--- src/rtl/ip_codma_crc_sched.sv ---
// ip_codma_crc_sched: round-robin share of one CRC-16 engine among DMA channels.
// Arbitrates, latches the winner's block, starts the engine, times out, returns result.
// Ports:
//   clk_i, reset_i          clock, sync active-high reset
//   req_i, req_data_i       per-channel request level and 8x32 block
//   gnt_o, done_o           one-hot grant (LOAD..RESP), one-cycle completion pulse
//   crc_o, err_o            result and timeout flag, valid with done_o, held after
//   busy_o                  high outside IDLE
//   eng_start_o, eng_data_o engine start pulse and latched block
//   eng_done_i, eng_crc_i   engine completion and result
module ip_codma_crc_sched #(
  parameter int NUM_REQ = 2,
  parameter int TIMEOUT = 64,
  parameter int CNT_W   = 7
) (
  input  logic                             clk_i,
  input  logic                             reset_i,
  input  logic [NUM_REQ-1:0]               req_i,
  input  logic [NUM_REQ-1:0][7:0][31:0]    req_data_i,
  output logic [NUM_REQ-1:0]               gnt_o,
  output logic [NUM_REQ-1:0]               done_o,
  output logic [15:0]                      crc_o,
  output logic                             err_o,
  output logic                             busy_o,
  output logic                             eng_start_o,
  output logic [7:0][31:0]                 eng_data_o,
  input  logic                             eng_done_i,
  input  logic [15:0]                      eng_crc_i
);

  localparam int IDX_W = $clog2(NUM_REQ);

  typedef enum logic [1:0] {
    S_IDLE,
    S_LOAD,
    S_RUN,
    S_RESP
  } state_t;

  state_t                r_state;
  state_t                w_next;
  logic [IDX_W-1:0]      r_win;
  logic [IDX_W-1:0]      r_last;
  logic [IDX_W-1:0]      w_win;
  logic                  w_any;
  logic [CNT_W-1:0]      r_cnt;
  logic                  r_start;
  logic [7:0][31:0]      r_data;
  logic [15:0]           r_crc;
  logic                  r_err;
  logic                  w_tmo;
  logic                  w_acc;
  logic [NUM_REQ-1:0]    w_oh;

  // search from last winner + 1 upward, wrapping at NUM_REQ
  always_comb begin
    logic [IDX_W:0] v_idx;
    w_any = 1'b0;
    w_win = '0;
    v_idx = '0;
    for (int i = 1; i <= NUM_REQ; i++) begin
      v_idx = {1'b0, r_last} + (IDX_W+1)'(i);
      if (v_idx >= (IDX_W+1)'(NUM_REQ))
        v_idx = v_idx - (IDX_W+1)'(NUM_REQ);
      if (!w_any && req_i[v_idx[IDX_W-1:0]]) begin
        w_any = 1'b1;
        w_win = v_idx[IDX_W-1:0];
      end
    end
  end

  assign w_oh  = NUM_REQ'(1) << r_win;
  assign w_tmo = (r_cnt == CNT_W'(TIMEOUT - 1));
  // r_start marks the first RUN cycle, where completion is ignored
  assign w_acc = !r_start && (eng_done_i || w_tmo);

  always_ff @(posedge clk_i) begin
    if (reset_i) r_state <= S_IDLE;
    else         r_state <= w_next;
  end

  always_comb begin
    w_next = r_state;
    unique case (r_state)
      S_IDLE:  if (w_any) w_next = S_LOAD;
      S_LOAD:  w_next = S_RUN;
      S_RUN:   if (w_acc) w_next = S_RESP;
      S_RESP:  w_next = S_IDLE;
      default: w_next = S_IDLE;
    endcase
  end

  always_comb begin
    gnt_o  = '0;
    done_o = '0;
    busy_o = (r_state != S_IDLE);
    if (r_state != S_IDLE) gnt_o  = w_oh;
    if (r_state == S_RESP) done_o = w_oh;
  end

  always_ff @(posedge clk_i) begin
    if (reset_i) begin
      r_win   <= '0;
      r_last  <= IDX_W'(NUM_REQ - 1);
      r_cnt   <= '0;
      r_start <= 1'b0;
      r_data  <= '0;
      r_crc   <= '0;
      r_err   <= 1'b0;
    end else begin
      r_start <= 1'b0;
      unique case (r_state)
        S_IDLE: begin
          if (w_any) r_win <= w_win;
        end
        S_LOAD: begin
          r_data  <= req_data_i[r_win];
          r_start <= 1'b1;
          r_cnt   <= '0;
        end
        S_RUN: begin
          if (!r_start) begin
            r_cnt <= r_cnt + CNT_W'(1);
            // done has priority over a timeout in the same cycle
            if (eng_done_i) begin
              r_crc <= eng_crc_i;
              r_err <= 1'b0;
            end else if (w_tmo) begin
              r_crc <= '0;
              r_err <= 1'b1;
            end
          end
        end
        S_RESP: begin
          r_last <= r_win;
        end
        default: ;
      endcase
    end
  end

  assign eng_start_o = r_start;
  assign eng_data_o  = r_data;
  assign crc_o       = r_crc;
  assign err_o       = r_err;

endmodule
--- config.mk ---
export PLATFORM = sky130hd
export DESIGN_NAME = ip_codma_crc_sched
export DESIGN_NICKNAME = d
export VERILOG_FILES = /design/src/rtl/ip_codma_crc_sched.sv
export SDC_FILE = /design/constraint.sdc
export NUM_CORES = 1
export LEC_CHECK = 0
export CORE_AREA = 2 2 318 320
export CTS_CLUSTER_DIAMETER = 50
export DETAILED_ROUTE_END_ITERATION = 8
export DIE_AREA = 0 0 320 322
export GPL_TIMING_DRIVEN = 0
export PLACE_DENSITY_LB_ADDON = 0.1
export SYNTH_ARGS = -nofsm -noshare
export SYNTH_HDL_FRONTEND = slang
export SYNTH_SLANG_ARGS = --single-unit
--- constraint.sdc ---
create_clock -name clk_i -period 2.2 [get_ports clk_i]
set_input_delay 0.44 -clock clk_i [delete_from_list [all_inputs] [get_ports clk_i]]
set_output_delay 0.44 -clock clk_i [all_outputs]
set_load 0.005 [all_outputs]
After elaboration in Yosys (flattened, before gate mapping)
Cells that the tools add are included.

Output and inout bits: 279. Register bits after elaboration: 285. Word-level logic and storage cells: 71. Bits of input ports: 533.

$add $sub $neg: 5. Equality and inequality tests: 7. Bitwise logic cells: 1. Order comparisons: 5. Reductions and logical operators: 13. Muxes and demuxes: 24. Shifts and indexed selects: 1.

Operator list (number): 256-bit two-way mux (2); 16-bit two-way mux (2); 7-bit case mux with 2 select lines (1); 1-bit two-way mux (13); 2-bit two-way mux (4); 2-bit case mux with 4 select lines (1); 7-bit by 1-bit adder with 7-bit output (second input constant) (1); 7-bit by 6-bit == test with 1-bit output (second input constant) (1); 7-bit two-way mux (1); 1-bit by 2-bit < comparator with 1-bit output (second input constant) (3); 2-bit inequality test (second input constant) (3); 2-bit AND reduction (3); 2-bit nonzero test (3); 2-bit == test (second input constant) (2); 2-bit greater-or-equal comparator (second input constant) (2); 3-bit AND reduction (1); 1-bit by 1-bit adder with 2-bit output (second input constant) (1); 1-bit by 2-bit adder with 2-bit output (second input constant) (1); 2-bit by 1-bit == test with 1-bit output (second input constant) (1); 1-bit logical AND (2); 1-bit zero test (2); 2-bit zero test (1); 1-bit by 1-bit << shifter with 2-bit output (first input constant) (1); 1-bit subtractor (second input constant) (2); other kinds (2) (2).

Longest topological paths before layout
Gate-level depths: netlist (run 1).

Depth in word-level cells: 11. Mapped depth: 8.

Worst setup path before layout (run 1)
OpenSTA, ideal clock, no wires.

Path type: register -> register. Start: register r_cnt[0]. End: register r_crc[5] (netlist: crc_o[5]). Path slack: 0.719 ns. Buffers on the path: 2. Clock period less this slack: 1.481 ns. Data arrival time: 1.351 ns. Stages on the path, launching flop included: 8. Data required time: 2.069 ns. Path through: dfxtp_1 ha_1 nand3_2 or3_1 buf_6 buf_12 nand3_2 a21oi_2.

Longest elaborated chain between the ends: 3.

Ends and longest elaborated chain: start, declared (line 46) `logic [CNT_W-1:0] r_cnt;`; start signal, assigned (line 123) `r_cnt <= r_cnt + CNT_W'(1);`; 7-bit by 6-bit == test with 1-bit output (line 73) `assign w_tmo = (r_cnt == CNT_W'(TIMEOUT - 1));`; 2-bit nonzero test (no source line); 3-bit AND reduction (no source line); end signal, assigned (line 126) `r_crc <= eng_crc_i;`; end, declared (line 49) `logic [15:0] r_crc;`.

Every way passes these cells. A chain may end at the register's enable or synchronous reset.

Worst setup path in the final report (run 1)
Start: register r_win. End: output done_o[0].

Longest elaborated chain between the ends: 2.

Ends and longest elaborated chain: start, declared (line 42) `logic [IDX_W-1:0] r_win;`; start signal, assigned (line 114) `if (w_any) r_win <= w_win;`; 1-bit by 1-bit << shifter with 2-bit output (line 72) `assign w_oh = NUM_REQ'(1) << r_win;`; 2-bit two-way mux (line 98) `if (r_state == S_RESP) done_o = w_oh;`; end, declared (line 21) `output logic [NUM_REQ-1:0] done_o,`.

Every way passes these cells.

==> key figures, run 1 <==
Place
  – Port buffer count: 810
  – Dpl cells: between 3000 and 4000
  – Dpl hpwl: 60100 µm
  – Dpl ws: -649 ps
  – Gp weighted congestion: a little under 0.8

Power
  – Peak supply drop: 492 µV
  – Power Total: 0.0301 W
  – Total power per unit cell area: between 1000 and 1500 nW/µm²
  – Leak: 8.30 nW

Worst setup path
  – R2r startpoint: r_win
  – CP cell instances: buf_12, buf_16, buf_12, nor2_1, clkdlybuf4s15_1
  – Crit. End Element: output pin
  – Most common cell on crit path: buf_12
  – RR Endpoint: eng_data_o[228]
  – Crit-path leading delay family: buffers and inverters
  – Critical path fanouts, max: 6
  – Startpoint types: flop
  – Slowest-stage cell, CP: dfxtp_2
  – R2R depth: 5
  – Critical Path RT: 1760 ps
  – Slowest Stage Delay on Critical Path: 330 ps
  – CP Class: reg -> out
  – WP buf/inv: 4
  – R2R Setup Slk: 280 ps
  – CP arrival: 1650 ps

Yosys
  – Unique masters post-synth: 36
  – Dominant synthesized flop cell: dfxtp_1
  – Synth Net Count: 1827
  – Syn_area_per_cell: a little under 10 µm²
  – Sequential share of the synthesized area: 0.452
  – Yosys warnings: 0
  – Post-synthesis cell count: 1289
  – Synth Cell Area: 12600 µm²
  – FFs w/ async S/R, synth: 0
  – Post-synth EDFFs: 0
  – Number of synthesized register bits: approximately 290

Timing
  – Final setup vio count: 0
  – RSZ-0062 raised after global routing: no
  – Tcrit/Tclk final: 0.950
  – TNS Setup: 0 ps
  – Minimum clock period: 2090 ps
  – WHS: 473 ps
  – Worst slew pin tran: 837 ps
  – Max-slew violation count: 0
  – Setup WS post-layout: roughly 110 ps
  – Slew HR: 0.442
  – Highest clock rate: 478 MHz
  – Setup Skew: 22.0 ps
  – Fin. Hold Viols: 0

Layout
  – Layout area overhead: 93.5%
  – Most frequent cells in the layout: 805 x clkdlybuf4s50_1, 284 x dfxtp_1, 267 x nor2_1
  – Final Net Count: 2698
  – Share of cells above drive strength 1: 0.0935
  – Layout Cells excl Fill: 3509
  – Most common cell after layout, fill and taps aside: clkdlybuf4s50_1

Floorplanning
  – Die X-Extent: 320 µm
  – Starting density of the core: 0.127
  – Die area: 103000 µm²
  – Core ar.: 99600 µm²
  – DIE HEIGHT: 322 µm
  – Io pins: 812
  – FP Rows: ~120

Clock network
  – H-tree depth: 2
  – Clock tree buffer depth: 3
  – CTS tree: done
  – Cts hold-fix bufs: 0
  – Root Buffer: clkbuf_16
  – CTS clock-pin slew for the worst setup and hold paths: 50 ps
  – Clock Sink Count: 285
  – Number of buffers created by CTS: between 50 and 60
  – Latest clock arrival within the worst-skew pair: 580 ps

Hold path
  – Worst Hold Depth: 1
  – Worst hold start: err_o
  – Hold crit path type: reg -> reg
  – Worst Hold End: err_o

Drt
  – Wire per inst: 21.0 µm
  – Detail Route Antenna Nets: 0
  – Remaining DRCs: 0
  – Routed vias: 13200
  – Final wirelength: 73500 µm
  – Initial DRT Pass Iterations: 4
  – Routed vias/inst: 3.77
  – DRT iter0 DRCs: 426

Global routing
  – Largest net degree at the start of global routing: 14
  – GRT Total Usage: 0.136
  – Initial antenna violation count: 12
  – First-pass GRT wire length: 101000 µm
  – Gr ovfl total: 0
  – Vias in the first global route: ~14000

Outcome
  – Status: complete, no violations

Job
  – Number of max-cap violations: 0
## worst max-delay path by stage
stage / startpoint / end / slack, ps / cells after the start
global placement: reset_i / eng_data_o[96] / -570 / 4
detailed placement: reset_i / eng_data_o[96] / -650 / 4
global route: r_win / gnt_o[0] / 20 / 5
finish: r_win / done_o[0] / 110 / 5
CTS: r_state[1] / eng_data_o[30] / 0.2 / 6
floorplan: r_cnt[0] / crc_o[5] / 720 / 7
## cell usage after synthesis (5+ instances only)
master | count | area [µm²]
a21oi_2 | 10 | 87.6
dfxtp_1 | 285 | 5710
buf_6 | 22 | 248
nand2b_1 | 5 | 31.3
nand3_1 | 8 | 40.0
a21oi_1 | 9 | 45.0
nand2_1 | 6 | 22.5
buf_1 | 6 | 22.5
nand3_2 | 11 | 110
nor2_1 | 267 | 1000
clkbuf_1 | 57 | 214
a22oi_1 | 16 | 120
buf_2 | 36 | 180
ha_1 | 5 | 62.6
a211oi_1 | 258 | 1940
mux2i_1 | 257 | 2570
## state kept, by name, indices dropped and copies added, names as in the netlist
signal	count
err_o	1
eng_start_o	1
r_last	1
r_cnt	7
r_state	2
eng_data_o	256
crc_o	16
r_win	1
## timing repair
action                     CTS  global route
gates resized for setup     31            24
setup endpoints to repair  259            99
setup buffers                5             0
## metal layers
| layer | share of wire | routed length (µm) | GRT usage |
|---|---|---|---|
| met1 | 0.37 | 27200 | 0.142 |
| met2 | 0.52 | 38400 | 0.255 |
| met3 | 0.085 | 6270 | 0.0489 |
| met4 | 0.021 | 1560 | 0.0337 |
| met5 | 0.0011 | 80 | 0 |
## where the power goes
part	internal (W)	leakage [nW]	switching (W)
Combinational	0.00654	5.02	0.00645
Clock	0.00596	0.934	0.00296
Sequential	0.00709	2.35	0.00109
Total	0.0196	8.30	0.0105
## layout make-up
type / instances / area, µm²
fill: 10800 / 75100
timing repair buffer: 815 / 8140
multi-input combinational: 873 / 6190
sequential: 285 / 5710
tap: 1298 / 1620
clock buffer: 72 / 1510
buffer: 126 / 796
clock inverter: 28 / 428
inverter: 5 / 18.8
antenna: 7 / 17.5
## worst reg2reg max path, delay by kind of cell, from the launching register on
kind | cells | cell delay, ps
flip-flops | 1 | 340
multiplexers | 1 | 550
buffers and inverters | 3 | 750
AO/OA/AOI/OAI | 1 | 140
## logic make-up (layout without fill, tap and decap cells)
group / count (synthesis) / in the layout / share of synthesized area
AOI/OAI and AO/OA: 301 / 301 / 0.179
xor gates and xnor gates: 4 / 4 / 0.00277
adders and majority gates: 5 / 5 / 0.00495
buffers and inverters: 131 / 1046 / 0.0579
DFF: 285 / 285 / 0.452
muxes: 257 / 257 / 0.204
other: 0 / 7 / 0
and+or+nand+nor: 306 / 306 / 0.100
## per-stage QoR
stage / cell area, µm² / utilization
final: 24400 / 0.245
after detailed placement: 22400 / 0.225
after floorplan: 12600 / -
after global placement: 22400 / 0.225
after CTS: 24400 / 0.245
after global routing: 24400 / 0.245
(Power assumes the default switching activity.)
==> inputs of run 2 (changes only) <==
- clock period: 2.2 -> 2.1 ns (I/O delays scaled with it)
==> key figures, run 2 (synthesis gave the netlist of run 1 again) <==
Clock network
  – Latest clock arrival within the worst-skew pair: 580 ps (about the same)
  – CTS tree: done (unchanged)
  – H-tree depth: 2 (unchanged)
  – CTS clock-pin slew for the worst setup and hold paths: 50 ps (about the same)
  – Root Buffer: clkbuf_16 (unchanged)
  – Cts hold-fix bufs: 0 (unchanged)
  – Clock Sink Count: 285 (unchanged)
  – Number of buffers created by CTS: 54 (unchanged)
  – Clock tree buffer depth: 3 (unchanged)

Worst setup path
  – Startpoint types: flop (unchanged)
  – CP Class: reg -> out (unchanged)
  – Slowest Stage Delay on Critical Path: 330 ps (about the same)
  – Critical path fanouts, max: 4 (was 6)
  – CP cell instances: buf_12, buf_16, and2_1, dlygate4sd2_1 (was buf_12, buf_16, buf_12, nor2_1, clkdlybuf4s15_1)
  – CP arrival: 1590 ps (was 1650 ps)
  – Slowest-stage cell, CP: dfxtp_2 (unchanged)
  – Crit-path leading delay family: buffers and inverters (unchanged)
  – Crit. End Element: output pin (unchanged)
  – Critical Path RT: 1680 ps (was 1760 ps)
  – WP buf/inv: 3 (was 4)

Timing
  – Minimum clock period: between 2000 and 2500 ps
  – Slew HR: 0.441 (was 0.442)
  – Setup WS post-layout: 89.3 ps (was 109 ps)
  – Max-slew violation count: 0 (unchanged)
  – Final setup vio count: 0 (unchanged)
  – Fin. Hold Viols: 0 (unchanged)
  – Tcrit/Tclk final: 0.957
  – Setup Skew: 23.4 ps (was 22.0 ps)
  – Highest clock rate: about 500 MHz
  – RSZ-0062 raised after global routing: yes (was no)
  – Worst slew pin tran: 838 ps (was 837 ps)

Global routing
  – Largest net degree at the start of global routing: 14 (unchanged)
  – Gr ovfl total: 0 (unchanged)
  – Initial antenna violation count: 12 (unchanged)
  – First-pass GRT wire length: 101000 µm (unchanged)
  – GRT Total Usage: 0.136 (unchanged)
  – Vias in the first global route: 14200 (was 14300)

Place
  – Port buffer count: 810 (unchanged)
  – Gp weighted congestion: 0.794 (unchanged)
  – Dpl cells: 3397 (unchanged)
  – Dpl ws: -729 ps (was -649 ps)
  – Dpl hpwl: 60100 µm (unchanged)

Floorplanning
  – Io pins: 812 (unchanged)
  – Core ar.: 99600 µm² (unchanged)
  – Die X-Extent: 320 µm (unchanged)
  – FP Rows: 116 (unchanged)
  – Starting density of the core: 0.127 (unchanged)
  – DIE HEIGHT: 322 µm (unchanged)
  – Die area: 103000 µm² (unchanged)

Job
  – Number of max-cap violations: 0 (unchanged)

Drt
  – Remaining DRCs: 0 (unchanged)
  – Initial DRT Pass Iterations: 4 (unchanged)
  – Routed vias/inst: 3.77 (about the same)
  – Final wirelength: 73600 µm (was 73500 µm)
  – Routed vias: 13200 (about the same)
  – Wire per inst: 21.0 µm (about the same)
  – DRT iter0 DRCs: 448 (was 426)
  – Detail Route Antenna Nets: 0 (unchanged)

Power
  – Total power per unit cell area: 1290 nW/µm² (was 1230 nW/µm²)
  – Peak supply drop: 519 µV (was 492 µV)
  – Leak: 8.32 nW (was 8.30 nW)

Layout
  – Share of cells above drive strength 1: 0.0980 (was 0.0935)
  – Sequential cell area: 5710 µm² (about the same)
  – Fill cells: 10800 (about the same)
  – Most common cell after layout, fill and taps aside: clkdlybuf4s50_1 (unchanged)
  – Layout area overhead: 93.6% (was 93.5%)
  – Max reg flops: 256 (unchanged)
  – Footprint of the multi-input gates: 6200 µm² (was 6190 µm²)
  – Most frequent cells in the layout: 805 x clkdlybuf4s50_1, 280 x dfxtp_1, 267 x nor2_1 (was 805 x clkdlybuf4s50_1, 284 x dfxtp_1, 267 x nor2_1)
  – Layout Cells excl Fill: 3509 (unchanged)
  – Final Net Count: 2698 (unchanged)

Hold path
  – Hold crit path type: reg -> reg (unchanged)

Outcome
  – Status: complete, no violations (unchanged)
## run 2: cell types whose count changed in the layout (fill, tap and decap cells not counted), sizes merged
cell	change
dlygate4sd2	-1
clkbuf	-2
clkdlybuf4s15	-2
buf	+5
## run 2: what timing repair did
action / 4_1_cts / 5_1_grt
buffers inserted: 5 / 0
gates resized for setup: 60 / 4
setup endpoints to repair: 266 / 57
## run 2: through the flow
| step | hold slack, ps | power (W) | util | instance area (µm²) | TNS (ps) |
|---|---|---|---|---|---|
| after global routing | 461 | 0.0337 | 0.246 | 24400 | -2.36 |
| after CTS | 422 | 0.0324 | 0.245 | 24400 | -58.0 |
| after global placement | 449 | 0.0225 | 0.225 | 22400 | -100410 |
| after detailed placement | 463 | 0.0225 | 0.225 | 22400 | -106240 |
| final | 472 | 0.0316 | 0.246 | 24500 | 0 |
| after floorplan | 435 | 0.0142 | - | 12600 | 0 |
## run 2: path summary, 6_finish.rpt
check                                 from         endpoint  cells after the start  slack, ps
worst max-delay path                 r_win        done_o[1]                      4         90
worst min-delay path                 err_o            err_o                      1        470
worst max register to register  r_state[1]  eng_data_o[166]                      6        180
worst min register to register       err_o            err_o                      1        470
## run 2: power breakdown
part           total (W)  switching [W]  internal, W
sequential       0.00858        0.00114      0.00744
clock            0.00934        0.00310      0.00624
combinational     0.0137        0.00678      0.00689
total             0.0316         0.0110       0.0206
## run 2: final cells by class
type,instances,share of cell area
Antenna cell,7,0.000716
Buffer,126,0.0332
Clock buffer,72,0.0617
Clock inverter,28,0.0175
Inverter,5,0.000768
Multi-Input combinational cell,873,0.254
Sequential cell,285,0.234
Tap cell,1298,0.0664
Timing Repair Buffer,815,0.332
## run 2: layer usage
layer	routed length [µm]	GRT usage	vias up
li1	-	-	6452
met1	27400	0.142	6156
met2	38400	0.255	516
met3	6170	0.0489	92
met4	1510	0.0337	12
met5	80	0	-
==> inputs of run 3 (changes only) <==
- RECOVER_POWER: default -> 50
==> key figures, run 3 (synthesis gave the netlist of run 1 again) <==
Clock network
  – Root Buffer: clkbuf_16 (unchanged)
  – Clock tree buffer depth: 3 (unchanged)
  – Clock Sink Count: 285 (unchanged)
  – CTS clock-pin slew for the worst setup and hold paths: 50 ps (about the same)
  – H-tree depth: 2 (unchanged)
  – CTS tree: done (unchanged)
  – Latest clock arrival within the worst-skew pair: 580 ps (about the same)
  – Number of buffers created by CTS: 54 (unchanged)

Power
  – Leak: 8.80 nW (was 8.32 nW)
  – Share of total power in the clock network: 0.301 (was 0.296)
  – Power share of the combinational group: 0.425 (was 0.433)
  – Reg power frac: 0.274 (was 0.272)
  – Total power per unit cell area: 1270 nW/µm² (was 1290 nW/µm²)
  – Peak supply drop: 518 µV (was 519 µV)
  – Net Sw Frac: 0.353 (was 0.349)
  – Switch Pwr: 0.0110 W (about the same)
  – Internal power: 0.0201 W (was 0.0206 W)

Hold path
  – Hold crit path type: reg -> reg (unchanged)

Timing
  – RSZ-0062 raised after global routing: yes (unchanged)
  – Worst slew pin tran: 828 ps (was 838 ps)
  – WHS: 467 ps (was 472 ps)
  – Tcrit/Tclk final: 0.957 (about the same)
  – Highest clock rate: 497 MHz (about the same)
  – Setup Skew: 21.6 ps (was 23.4 ps)
  – Slew HR: 0.448 (was 0.441)
  – Final setup vio count: 0 (unchanged)
  – Fin. Hold Viols: 0 (unchanged)
  – Max-slew violation count: 0 (unchanged)
  – Minimum clock period: 2010 ps (about the same)

Layout
  – Fill cells: 10800 (about the same)
  – Fin area: 24500 µm² (about the same)
  – Layout area overhead: 93.6% (about the same)
  – Max reg flops: 256 (unchanged)
  – Share of cells above drive strength 1: 0.0971 (was 0.0980)
  – Most frequent cells in the layout: 617 x clkdlybuf4s50_1, 280 x dfxtp_1, 267 x nor2_1 (was 805 x clkdlybuf4s50_1, 280 x dfxtp_1, 267 x nor2_1)
  – Final Net Count: 2698 (unchanged)
  – Layout Cells excl Fill: 3511 (was 3509)
  – Most common cell after layout, fill and taps aside: clkdlybuf4s50_1 (unchanged)

Floorplanning
  – Io pins: 812 (unchanged)
  – Core ar.: 99600 µm² (unchanged)
  – FP Rows: 116 (unchanged)
  – Starting density of the core: 0.127 (unchanged)
  – DIE HEIGHT: 322 µm (unchanged)
  – Die area: 103000 µm² (unchanged)
  – Die X-Extent: 320 µm (unchanged)

Drt
  – Wire per inst: 20.9 µm (was 21.0 µm)
  – Detail Route Antenna Nets: 0 (unchanged)
  – Routed vias/inst: 3.77 (about the same)
  – Initial DRT Pass Iterations: 5 (was 4)
  – Final wirelength: 73500 µm (was 73600 µm)
  – Routed vias: 13200 (about the same)
  – Remaining DRCs: 0 (unchanged)
  – DRT iter0 DRCs: 421 (was 448)

Worst setup path
  – CP arrival: 1590 ps (about the same)
  – Startpoint types: flop (unchanged)
  – Slowest-stage cell, CP: dfxtp_2 (unchanged)
  – Critical path fanouts, max: 4 (unchanged)
  – Crit-path leading delay family: buffers and inverters (unchanged)
  – Slowest Stage Delay on Critical Path: 330 ps (about the same)
  – CP cell instances: buf_12, buf_16, and2_1, dlygate4sd2_1 (unchanged)
  – WP buf/inv: 3 (unchanged)
  – Crit. End Element: output pin (unchanged)
  – CP Class: reg -> out (unchanged)
  – Critical Path RT: 1680 ps (about the same)

Global routing
  – Gr ovfl total: 0 (unchanged)
  – Initial antenna violation count: 12 (unchanged)
  – Largest net degree at the start of global routing: 14 (unchanged)
  – Vias in the first global route: 14200 (unchanged)
  – First-pass GRT wire length: 101000 µm (unchanged)
  – GRT Total Usage: 0.136 (unchanged)

Place
  – Dpl cells: 3397 (unchanged)
  – Port buffer count: 810 (unchanged)
  – Placed Instance Area: 22400 µm² (unchanged)
  – Gp weighted congestion: 0.794 (unchanged)
  – Dpl hpwl: 60100 µm (unchanged)

Outcome
  – Status: complete, no violations (unchanged)

Job
  – Number of max-cap violations: 0 (unchanged)
-- run 3: through the flow --
stage | setup slack, ps | util | setup TNS (ps) | total power [W]
after floorplan | 619 | - | 0 | 0.0142
after global placement | -655 | 0.225 | -100410 | 0.0225
after detailed placement | -729 | 0.225 | -106240 | 0.0225
after CTS | -36.9 | 0.245 | -58.0 | 0.0324
after global routing | -2.36 | 0.245 | -3.61 | 0.0331
final | 89.9 | 0.246 | 0 | 0.0310
-- run 3: metal layers --
layer | vias to the layer above | routed length [µm] | share of wire | global-route usage
met5 | - | 80 | 0.0011 | 0
met4 | 12 | 1480 | 0.020 | 0.0337
met3 | 90 | 6080 | 0.083 | 0.0489
met2 | 493 | 38500 | 0.52 | 0.255
met1 | 6171 | 27400 | 0.37 | 0.142
li1 | 6465 | - | - | -
-- run 3: worst reg2reg max path, stage by stage, from the launching register on --
cell,delay [ps]
dfxtp_2,340
buf_12,110
buf_4,230
buf_2,410
mux2i_1,550
a211oi_1,140
-- run 3: final timing paths --
kind / start / depth (start not counted) / end / slack [ps]
worst max-delay path: r_win / 4 / done_o[1] / 90
worst max register to register: r_win / 5 / eng_data_o[228] / 180
worst min-delay path: err_o / 1 / err_o / 470
worst min register to register: err_o / 1 / err_o / 470
-- run 3: layout make-up --
cell class / count / area, µm² / area share
Buffer: 126 / 811 / 0.0332
Timing Repair Buffer: 815 / 8130 / 0.332
Sequential cell: 285 / 5710 / 0.234
Inverter: 5 / 18.8 / 0.000768
Clock buffer: 72 / 1510 / 0.0617
Multi-Input combinational cell: 873 / 6200 / 0.254
Antenna cell: 9 / 22.5 / 0.000921
Tap cell: 1298 / 1620 / 0.0664
Clock inverter: 28 / 428 / 0.0175
-- run 3: repair_timing --
item                       CTS  global route
hold buffers                 0             0
buffers inserted             5             0
setup endpoints to repair  266            57
gates resized for setup     60             4
-- run 3: power by group through the flow --
stage,combinational [W],clock [W],sequential (W)
after CTS,0.0141,0.00969,0.00861
after global routing,0.0145,0.00988,0.00876
after detailed placement,0.0139,0,0.00867
after floorplan,0.00558,0,0.00867
after global placement,0.0138,0,0.00861
final,0.0132,0.00934,0.00852
